$ cat src/rtl/mcpwm_pkg.sv
// rtl/mcpwm_pkg.sv - shared constants and types for the multi-channel PWM
// Contents: counter mode selectors, counting-direction enum, channel limit.
package mcpwm_pkg;

  localparam int MODE_EDGE    = 0;
  localparam int MODE_CENTER  = 1;
  localparam int MAX_CHANNELS = 8;

  typedef enum logic {
    DIR_DOWN = 1'b0,
    DIR_UP   = 1'b1
  } dir_t;

endpackage

$ cat src/rtl/mcpwm_if.sv
// rtl/mcpwm_if.sv - peripheral-bus bundle between software side and mcpwm
// Signals:
//   data_in       write data for period/duty loads
//   period_load   strobe, period shadow <= data_in
//   duty_load     per-channel strobes, duty shadow[i] <= data_in
//   counter_value live counter
//   period        active period
//   duty          duty shadows, channel 0 in LSBs
//   rollover      one-cycle pulse per PWM cycle
//   pwm_signal    registered PWM outputs
// Modports: master (software side), slave (mcpwm).
interface mcpwm_if #(
  parameter int WIDTH    = 16,
  parameter int CHANNELS = 4
);

  logic [WIDTH-1:0]          data_in;
  logic                      period_load;
  logic [CHANNELS-1:0]       duty_load;
  logic [WIDTH-1:0]          counter_value;
  logic [WIDTH-1:0]          period;
  logic [CHANNELS*WIDTH-1:0] duty;
  logic                      rollover;
  logic [CHANNELS-1:0]       pwm_signal;

  modport master (
    output data_in, period_load, duty_load,
    input  counter_value, period, duty, rollover, pwm_signal
  );

  modport slave (
    input  data_in, period_load, duty_load,
    output counter_value, period, duty, rollover, pwm_signal
  );

endinterface

$ cat src/rtl/mcpwm_channel.sv
// rtl/mcpwm_channel.sv - one PWM compare channel with double-buffered duty
// Ports:
//   sysclk, sysreset  clock, synchronous active-high reset
//   data_in           duty write data
//   duty_load         strobe, duty_shadow <= data_in
//   apply             rollover, duty_active <= duty_shadow
//   cnt               shared counter value
//   duty_shadow       shadow readback
//   pwm               registered compare output (cnt < duty_active)
module mcpwm_channel #(
  parameter int WIDTH = 16
) (
  input  logic             sysclk,
  input  logic             sysreset,
  input  logic [WIDTH-1:0] data_in,
  input  logic             duty_load,
  input  logic             apply,
  input  logic [WIDTH-1:0] cnt,
  output logic [WIDTH-1:0] duty_shadow,
  output logic             pwm
);

  logic [WIDTH-1:0] duty_active;

  // apply samples the shadow before a same-edge load lands, so a write
  // coincident with rollover waits for the following rollover.
  always_ff @(posedge sysclk) begin
    if (sysreset) begin
      duty_shadow <= '0;
      duty_active <= '0;
      pwm         <= 1'b0;
    end else begin
      if (duty_load) begin
        duty_shadow <= data_in;
      end
      if (apply) begin
        duty_active <= duty_shadow;
      end
      pwm <= (cnt < duty_active);
    end
  end

endmodule

$ cat src/rtl/mcpwm.sv
// rtl/mcpwm.sv - multi-channel PWM with shared counter and shadowed period/duty
// Ports:
//   sysclk, sysreset  clock, synchronous active-high reset
//   counter_event     counter advances once per rising edge
//   bus               mcpwm_if slave: loads in, counter/period/duty/rollover/pwm out
// Parameters: WIDTH, CHANNELS (1..8), START (reset period), CENTER (0 edge, 1 up/down).
module mcpwm
  import mcpwm_pkg::*;
#(
  parameter int WIDTH    = 16,
  parameter int CHANNELS = 4,
  parameter int START    = 65535,
  parameter int CENTER   = 0
) (
  input  logic   sysclk,
  input  logic   sysreset,
  input  logic   counter_event,
  mcpwm_if.slave bus
);

  localparam logic [WIDTH-1:0] START_V   = WIDTH'(START);
  localparam logic [WIDTH-1:0] ZERO      = '0;
  localparam logic [WIDTH-1:0] ONE       = WIDTH'(1);
  localparam bit               IS_CENTER = (CENTER == MODE_CENTER);

  if (CHANNELS < 1 || CHANNELS > MAX_CHANNELS) begin : g_bad_channels
    $error("mcpwm: CHANNELS must be 1..8");
  end
  if (CENTER != MODE_EDGE && CENTER != MODE_CENTER) begin : g_bad_mode
    $error("mcpwm: CENTER must be 0 or 1");
  end

  logic             event_last;
  logic             event_edge;
  logic [WIDTH-1:0] cnt;
  logic [WIDTH-1:0] period_shadow;
  logic [WIDTH-1:0] period_active;
  dir_t             dir;
  logic             roll;
  logic             rollover_q;
  logic [WIDTH-1:0] duty_arr [CHANNELS];
  logic             pwm_arr  [CHANNELS];

  assign event_edge = counter_event & ~event_last;

  // The cycle ends when the counter leaves 0; in center mode only on the
  // downward leg (dir never goes up while cnt is 0 during the up leg).
  always_comb begin
    roll = 1'b0;
    if (event_edge && cnt == ZERO) begin
      roll = IS_CENTER ? (dir == DIR_DOWN) : 1'b1;
    end
  end

  always_ff @(posedge sysclk) begin
    if (sysreset) begin
      event_last    <= 1'b0;
      cnt           <= IS_CENTER ? ZERO : START_V;
      dir           <= DIR_DOWN;
      period_shadow <= START_V;
      period_active <= START_V;
      rollover_q    <= 1'b0;
    end else begin
      event_last <= counter_event;
      rollover_q <= roll;
      if (bus.period_load) begin
        period_shadow <= bus.data_in;
      end
      if (roll) begin
        period_active <= period_shadow;
      end
      if (event_edge) begin
        if (!IS_CENTER) begin
          // Reload takes the shadow directly: it becomes the active period on this edge.
          cnt <= (cnt == ZERO) ? period_shadow : cnt - ONE;
        end else if (dir == DIR_UP) begin
          if (cnt == period_active) begin
            cnt <= cnt - ONE;
            dir <= DIR_DOWN;
          end else begin
            cnt <= cnt + ONE;
          end
        end else if (cnt == ZERO) begin
          // New period 0 parks the counter at 0, rolling over on every edge.
          if (period_shadow == ZERO) begin
            cnt <= ZERO;
            dir <= DIR_DOWN;
          end else begin
            cnt <= ONE;
            dir <= DIR_UP;
          end
        end else begin
          cnt <= cnt - ONE;
        end
      end
    end
  end

  for (genvar i = 0; i < CHANNELS; i++) begin : g_ch
    mcpwm_channel #(
      .WIDTH(WIDTH)
    ) u_channel (
      .sysclk      (sysclk),
      .sysreset    (sysreset),
      .data_in     (bus.data_in),
      .duty_load   (bus.duty_load[i]),
      .apply       (roll),
      .cnt         (cnt),
      .duty_shadow (duty_arr[i]),
      .pwm         (pwm_arr[i])
    );
  end

  assign bus.counter_value = cnt;
  assign bus.period        = period_active;
  assign bus.rollover      = rollover_q;

  always_comb begin
    bus.duty       = '0;
    bus.pwm_signal = '0;
    for (int i = 0; i < CHANNELS; i++) begin
      bus.duty[i*WIDTH +: WIDTH] = duty_arr[i];
      bus.pwm_signal[i]          = pwm_arr[i];
    end
  end

endmodule

$ cat src/flat_wrapper.sv
// flat-port wrapper written by rule: the top's interface ports become plain ports
module mcpwm_flat import mcpwm_pkg::*;
#(
  parameter int WIDTH    = 16,
  parameter int CHANNELS = 4,
  parameter int START    = 65535,
  parameter int CENTER   = 0
)
  (sysclk, sysreset, counter_event, bus_data_in, bus_period_load, bus_duty_load, bus_counter_value, bus_period, bus_duty, bus_rollover, bus_pwm_signal);
  mcpwm_if #(.WIDTH(WIDTH), .CHANNELS(CHANNELS)) bus_i ();
  input  logic sysclk;
  input  logic sysreset;
  input  logic counter_event;
  input wire logic [$bits(bus_i.data_in)-1:0] bus_data_in;
  input wire logic [$bits(bus_i.period_load)-1:0] bus_period_load;
  input wire logic [$bits(bus_i.duty_load)-1:0] bus_duty_load;
  output wire logic [$bits(bus_i.counter_value)-1:0] bus_counter_value;
  output wire logic [$bits(bus_i.period)-1:0] bus_period;
  output wire logic [$bits(bus_i.duty)-1:0] bus_duty;
  output wire logic [$bits(bus_i.rollover)-1:0] bus_rollover;
  output wire logic [$bits(bus_i.pwm_signal)-1:0] bus_pwm_signal;
  assign bus_i.data_in = bus_data_in;
  assign bus_i.period_load = bus_period_load;
  assign bus_i.duty_load = bus_duty_load;
  assign bus_counter_value = bus_i.counter_value;
  assign bus_period = bus_i.period;
  assign bus_duty = bus_i.duty;
  assign bus_rollover = bus_i.rollover;
  assign bus_pwm_signal = bus_i.pwm_signal;
  mcpwm #(.WIDTH(WIDTH), .CHANNELS(CHANNELS), .START(START), .CENTER(CENTER)) u_core (.sysclk(sysclk), .sysreset(sysreset), .counter_event(counter_event), .bus(bus_i));
endmodule
$ cat config.mk
export PLATFORM = sky130hd
export DESIGN_NAME = mcpwm_flat
export DESIGN_NICKNAME = d
export VERILOG_FILES = /design/src/rtl/mcpwm_pkg.sv /design/src/rtl/mcpwm_if.sv /design/src/rtl/mcpwm_channel.sv /design/src/rtl/mcpwm.sv /design/src/flat_wrapper.sv
export SDC_FILE = /design/constraint.sdc
export NUM_CORES = 1
export LEC_CHECK = 0
export BUFFER_PORTS_ARGS = -buffer_cell sky130_fd_sc_hd__buf_4
export CORE_AREA = 2 2 138 140
export CTS_BUF_LIST = sky130_fd_sc_hd__clkbuf_16
export CTS_CLUSTER_SIZE = 40
export DETAILED_ROUTE_END_ITERATION = 7
export DIE_AREA = 0 0 140 142
export PLACE_DENSITY = 0.68
export SLEW_MARGIN = 20
export SYNTH_ARGS = -nofsm -noshare
export SYNTH_HDL_FRONTEND = slang
export SYNTH_SLANG_ARGS = --single-unit
$ cat constraint.sdc
create_clock -name sysclk -period 4.1 [get_ports sysclk]
set_clock_uncertainty 0.15 [all_clocks]
set_input_delay 0.205 -clock sysclk [delete_from_list [all_inputs] [get_ports sysclk]]
set_output_delay 0.205 -clock sysclk [all_outputs]
set_load 0.05 [all_outputs]
# Word-level counts from Yosys, hierarchy flattened
# Cells that the tools add are included.
# totals
elab_cells	28
output_inout_bits	101
input_bits	24
register_bits	182
# classes
magnitude_cmp	4
add_sub_neg	1
bitwise	2
mux	2
n_reduce_logical	2
# ops
operator	count
< comparator 16 bit	4
zero test 16 bit	1
two-way mux 16 bit	1
subtractor 16 x 1 -> 16 bit, second input constant	1
AND 1 bit	1
logical AND 1 bit	1
two-way mux 1 bit	1
inverter 1 bit	1

# Depth between registers and ports, before layout
# Gate-level depths: netlist of run 1.
# depth
word_depth	4
depth_mapped	11
depth_no_buf	7

# By module
# A second synthesis of run 1 with hierarchy kept.
# hier_totals
cells_unflattened	866
area_unflattened_um2	8271.7
# modules_own_cells
module	seq_area_each_um2	area_each_um2	n_inst	cells_per_inst
mcpwm_channel	660.6	1517.7	4	157
mcpwm	1001.0	2200.9	1	238

# Worst setup path before layout of run 1
# Ideal clock, no wire load.
# synth_timing
path_kind	reg2reg
from	register u_core.cnt[0], in the netlist u_core.bus.counter_value[0]
to	register u_core.period_active[12], in the netlist u_core.bus.period[12]
slack_ns	1.490
stages_incl_launch_ff	12
path_buffers	4
synth_period_minus_slack_ns	2.610
setup_time_ns	0.137
t_arrival_ns	2.323
t_required_ns	3.813
path_cell_list	dfxtp_1 -> inv_1 -> ha_1 -> nor4b_2 -> and4b_1 -> buf_4 -> and2_1 -> buf_2 -> buf_6 -> buf_4 -> nand2_1 -> nand3_1
# synth_between
elab_chain_cells	3
# synth_rtl
item	line_no	source
start: declaration	mcpwm.sv:35	logic [WIDTH-1:0] cnt;
start signal: assignment	mcpwm.sv:58	cnt <= IS_CENTER ? ZERO : START_V;
start signal: assignment	mcpwm.sv:75	cnt <= (cnt == ZERO) ? period_shadow : cnt - ONE;
start signal: assignment	mcpwm.sv:78	cnt <= cnt - ONE;
zero test 16 bit	mcpwm.sv:50	if (event_edge && cnt == ZERO) begin
logical AND 1 bit	mcpwm.sv:50	
two-way mux 1 bit	mcpwm.sv:50	
end signal: assignment	mcpwm.sv:70	period_active <= period_shadow;
end: declaration	mcpwm.sv:37	logic [WIDTH-1:0] period_active;
# No other way between the ends.
# A chain may end at the register's enable or synchronous reset.

# Worst setup path after layout of run 1
# layout_timing
from	register u_core.cnt[0], in the netlist u_core.bus.counter_value[0]
to	register u_core.g_ch[1].u_channel.duty_active[5]
# layout_between
elab_chain_cells	3
# layout_rtl
item	line_no	source
zero test 16 bit	mcpwm.sv:50	
logical AND 1 bit	mcpwm.sv:50	
two-way mux 1 bit	mcpwm.sv:50	
end signal: assignment	mcpwm_channel.sv:37	duty_active <= duty_shadow;
end: declaration	mcpwm_channel.sv:23	logic [WIDTH-1:0] duty_active;
# No other way between the ends.

==> impl_metrics.toml, run 1 <==
[run_status]
status = "finished with violations"
violations = "design-rule violations"

[final_layout]
final_common_cell = "nand2_1"
syn_to_final_growth_pct = 21.05
antenna_cells = 0
drive_above_1_share_pct = 15.12
final_cell_mix = "nand2_1, dfxtp_1, buf_4"
final_nets = 1158

[timing]
finalCriticalPeriod_ps = 2895
worstMarginPinSlew_ps = 888.1
rsz0062_at_grt = "no"
whs_ps = 18.67
final_max_slew_viol_count = 0
max_freq_ghz = 0.3455
hold_viol_final = 0
setup_viol = 0
period_share_pct = 70.60
timing.setup.tns_ps = 0
max_slew_margin_pct = 40.79

[detailed_routing]
drt_iter0_markers = 587
detailedRoute.firstPassIterationCount = 8
routedWlPerCell_um = 18.19
viasPerCell = 5.277
drc = 9
vias = 6960
ant_nets = 0
drt-total-wl_um = 24000

[power]
p_clk_share_pct = 40.6
switching_share_pct = 27.58
p_per_area_nw_per_um2 = 390.1
vdd_drop_max_mv = 0.2908
internal_power_mw = 2.795
power.switching_mw = 1.064
combinationalPowerShare_pct = 10.9
power.leakage_nw = 4.065
seqPwrFrac_pct = 48.5

[logic_synthesis]
synth_edf_count = 0
async_flop_share_pct = 0
yosys_warnings = 0
yosysSeqAreaShare_pct = 44.58
ys_types = 48
synthesis.area_um2 = 8173
ys_seq_elements = 182
netlist_instances = 968
syn_nets = 1054
syn_avg_cell_area_um2 = 8.443
synthFlopType = "dfxtp_1"

[critical_path]
critPathRequiredTime_ps = 4300
path_buf_inv = 2
criticalPathCategory = "reg -> reg"
crit_path_cell_trace = "inv_1 -> ha_1 -> nor4b_2 -> and4b_1 -> and2_2 -> buf_12 -> nand2_1 -> a21oi_1"
critical_path_arrival_ps = 3090
cp.depth = 8
path_delay_family = "simple AND/OR/NAND/NOR gates"
crit_path_max_incr_delay_ps = 640
cp_slowest_cell = "and2_2"
reg2regPathDepth = 8
critPathCaptureType = "flip-flop"
path_max_fanout = 48
crit_path_start_kind = "flip-flop"

[clocking]
clkTransAtPathRegs_ps = 70
clock-sinks = 182
htree_levels = 4
insertion_delay_ps = 430
cts-root-buf = "clkbuf_16"
clk_path_buf_depth = 2
cts_resized = 0
numCtsBuffers = 17
cts_tree = "built"

[worst_hold_path]
hold_class = "in -> reg"
whs_path_depth = 3

[grt]
grt_max_degree = 86
grt_antenna_before_repair = 0
grt_pass1_vias = 6491
track_usage_pct = 24.34
grt_remaining_overflow = 0
grt_pass1_wl_um = 36630

[run]
maxCapViolations = 0

[die]
io_pins = 125
rows = 50
start_util_pct = 44.28
die-area_um2 = 19880
core_um2 = 18460
fp.dieW_um = 140
die_y_um = 142

[placed_design]
portBuffers = 124
place.gp.congestion = 0.9179
place_hpwl_um = 16000
==> power groups by stage <==
stage / registers [mW] / logic, mW / clock network, mW
6_report: 1.87 / 0.422 / 1.57
5_1_grt: 1.88 / 0.444 / 1.65
4_1_cts: 1.87 / 0.424 / 1.59
3_5_place_dp: 1.91 / 0.411 / 0
3_3_place_gp: 1.91 / 0.407 / 0
2_1_floorplan: 2.03 / 0.136 / 0
==> state kept, by name, summed over array words and instances (netlist names) <==
register,flops
u_core.bus.counter_value,16
u_core.bus.period,16
u_core.g_ch.u_channel.duty_active,64
u_core.g_ch.u_channel.duty_shadow,64
u_core.event_last,1
u_core.period_shadow,16
u_core.bus.rollover,1
u_core.g_ch.u_channel.pwm,4
==> path summary, 6_finish.rpt <==
| kind | startpoint | to | slack (ps) |
|---|---|---|---|
| min | bus_data_in[8] | u_core.g_ch[3].u_channel.duty_shadow[8] | 20 |
| min reg2reg | u_core.bus.period[14] | u_core.bus.period[14] | 300 |
| max | u_core.bus.counter_value[0] | u_core.g_ch[1].u_channel.duty_active[5] | 1210 |
| max reg2reg | u_core.bus.counter_value[0] | u_core.g_ch[1].u_channel.duty_active[5] | 1210 |
==> area by class of cell <==
type / instances / area (um2)
clock buffer: 17 / 425.4
timing repair buffer: 145 / 1151
multi-input combinational: 662 / 4011
inverter: 64 / 240.2
clock inverter: 15 / 128.9
tap: 234 / 292.8
fill: 1743 / 8562
sequential: 182 / 3643
==> through the flow <==
step	power [mW]	utilization, %	std cells	setup slack, ps	area, um2
after floorplan	2.166	-	968	1490	8173
after global placement	2.317	49.79	1272	1346	9189
after detailed placement	2.321	49.79	1272	1231	9189
after CTS	3.882	53.61	1319	1206	9893
after global routing	3.975	53.61	1319	974.5	9893
final	3.859	53.61	1319	1205	9893
==> cell usage after synthesis, types with 7 or more instances <==
cell type | instances | share of area [%]
o21ai_0 | 26 | 1.6
dfxtp_1 | 182 | 45
nand4_1 | 10 | 0.77
nand2_1 | 193 | 8.9
nand3_1 | 27 | 1.7
nor2_1 | 91 | 4.2
mux2i_1 | 80 | 9.8
buf_2 | 9 | 0.55
clkbuf_1 | 35 | 1.6
nor3_1 | 8 | 0.49
a21oi_1 | 108 | 6.6
ha_1 | 62 | 9.5
inv_1 | 63 | 2.9
buf_1 | 7 | 0.32
==> cell families after synthesis <==
family	Yosys count	share of synthesized area, %
adder cells (fa/ha/maj)	62	9.492
multiplexers	80	9.798
XOR/XNOR	1	0.1072
AND/OR/NAND/NOR	362	19.20
AO/OA/AOI/OAI	157	10.44
flip-flops	182	44.58
buffers and inverters	124	6.384
==> worst min-delay path, cell delays in order <==
cell	delay, ps
buf_4	190
mux2i_1	100
nor2_1	70
==> metal layers <==
metal | GRT usage, % | part of all wire (%) | up-vias
met5 | 0 | 0 | -
met4 | 11.22 | 3.9 | 0
met2 | 38.58 | 45 | 205
li1 | - | - | 3437
met1 | 32.44 | 45 | 3267
met3 | 4.542 | 5.7 | 51
==> timing repair <==
action,in CTS,in global routing
hold buffers,15,0
endpoints found under the setup margin,0,0
setup buffers,0,0
endpoints found under the hold margin,55,0
(Power assumes the default switching activity.)
==> run 2: changes to the inputs <==
clock period = 2.7 ns   (was 4.1 ns; I/O delays follow)
==> run 2 against run 1 <==
  * The run still ends with design-rule violations left
  * Utilization grew 1.7 points
  * Wire length increased by 0.68%
  * Clock power grew 54%
==> impl_metrics.toml, run 2 (synthesis results as in run 1) <==
[run_status]
status = "finished with violations"
violations = "design-rule violations"

[clocking]
cts_resized = 0
clock-sinks = 182
clk_path_buf_depth = 2
htree_levels = 4
cts_tree = "built"
cts-root-buf = "clkbuf_16"
insertion_delay_ps = 440
numCtsBuffers = 17
clkTransAtPathRegs_ps = 70

[die]
die_y_um = 142
rows = 50
die-area_um2 = 19880
core_um2 = 18460
fp.dieW_um = 140
io_pins = 125
start_util_pct = 44.28

[detailed_routing]
viasPerCell = 5.230
routedWlPerCell_um = 17.86
drt_iter0_markers = 536
vias = 7076
drt-total-wl_um = 24160
drc = 8
detailedRoute.firstPassIterationCount = 8
ant_nets = 0

[timing]
timing.setup.tns_ps = 0
max_slew_margin_pct = 35.00
max_freq_ghz = 0.4328
period_share_pct = 85.58
finalCriticalPeriod_ps = 2311
setup_viol = 0
rsz0062_at_grt = "no"
worstMarginPinSlew_ps = 969.0
final_max_slew_viol_count = 0
whs_ps = 12.83
hold_viol_final = 0

[final_layout]
fill_cells = 1722
utilization_pct = 55.26
stdcell_count = 1353
final_common_cell = "nand2_1"
antenna_cells = 0
reg_top3 = "u_core.g_ch.u_channel.duty_active (64), u_core.g_ch.u_channel.duty_shadow (64)"
drive_above_1_share_pct = 16.09
final_cell_mix = "nand2_1, dfxtp_1, buf_4"
syn_to_final_growth_pct = 24.79
stdcell_area_um2 = 10200
final_nets = 1192

[grt]
grt_pass1_vias = 6438
grt_remaining_overflow = 0
use_met3_pct = 4.576
grt-busiest-layer = "met2"
grt_max_degree = 150
grt_antenna_before_repair = 0
grtUsageMet1_pct = 33.33
track_usage_pct = 24.66
grt_pass1_wl_um = 36810
met2_usage_pct = 39.36

[power]
p_per_area_nw_per_um2 = 581.8
vdd_drop_max_mv = 0.4969
power.leakage_nw = 4.223

[critical_path]
critPathRequiredTime_ps = 2910
criticalPathCategory = "reg -> reg"
crit_path_cell_trace = "inv_1 -> ha_1 -> nor4b_2 -> and4b_1 -> and2_2 -> buf_12 -> nand2_1 -> a21oi_1"
reg2regPathDepth = 8
crit_path_start_kind = "flip-flop"
critical_path_arrival_ps = 2520
critPathCaptureType = "flip-flop"
path_max_fanout = 57
crit_path_max_incr_delay_ps = 420
cp_slowest_cell = "and4b_1"

[placed_design]
place.gp.congestion = 0.9124
place_hpwl_um = 15970
dpl_cell_area_um2 = 9316
post-place-cells = 1289
portBuffers = 124

[worst_hold_path]
hold_class = "in -> reg"
whs_path_depth = 3

[run]
maxCapViolations = 0
-- run 2: cell types whose count changed in the layout (fill, tap and decap cells not counted), sizes merged --
| cell | delta |
|---|---|
| buf | +17 |
| dlygate4sd3 | +17 |
| clkinv | +5 |
| inv | -5 |
| bufinv | +1 |
| clkinvlp | -1 |
-- run 2: layout make-up --
class | instances | area (um2) | share of cell area (%)
inverters | 64 | 240.2 | 2.356
multi-input cells | 662 | 4011 | 39.33
clock inverters | 15 | 136.4 | 1.337
repair buffers | 179 | 1449 | 14.21
clock buffers | 17 | 425.4 | 4.171
well taps | 234 | 292.8 | 2.871
flip-flops and latches | 182 | 3643 | 35.73
-- run 2: worst paths after layout --
path | slack (ps) | to | start
min | 10 | u_core.g_ch[1].u_channel.duty_shadow[15] | bus_duty_load[1]
min reg2reg | 300 | u_core.g_ch[2].u_channel.duty_active[3] | u_core.g_ch[2].u_channel.duty_active[3]
max reg2reg | 390 | u_core.g_ch[0].u_channel.duty_active[12] | u_core.bus.counter_value[0]
max | 390 | u_core.g_ch[0].u_channel.duty_active[12] | u_core.bus.counter_value[0]
-- run 2: routing by layer --
layer,share of wire [%],vias up
met1,46,3315
met3,5.6,39
li1,-,3514
met2,46,208
met5,0,-
met4,3.0,0
-- run 2: what timing repair did --
action,CTS,global route
buffers inserted,0,0
hold buffers,32,0
hold endpoints to repair,81,0
-- run 2: metrics by stage --
| stage | power [mW] | setup slack [ps] |
|---|---|---|
| floorplan | 3.288 | 90.37 |
| global placement | 3.527 | 450.2 |
| detailed placement | 3.534 | 435.8 |
| CTS | 5.963 | 416.8 |
| global route | 6.135 | 226.3 |
| finish | 5.933 | 389.3 |
-- run 2: where the power goes --
| group | total, mW | internal, mW | switching, mW |
|---|---|---|---|
| sequential | 2.83 | 2.76 | 0.0710 |
| clock | 2.41 | 1.35 | 1.06 |
| combinational | 0.688 | 0.238 | 0.450 |
-- run 2: critical path, delay by kind of cell, from the launching register on --
family / cells / cell delay (ps)
AOI/OAI and AO/OA: 1 / 140
adders and majority gates: 1 / 160
buffers and inverters: 2 / 350
DFF: 1 / 310
and+or+nand+nor: 4 / 1070
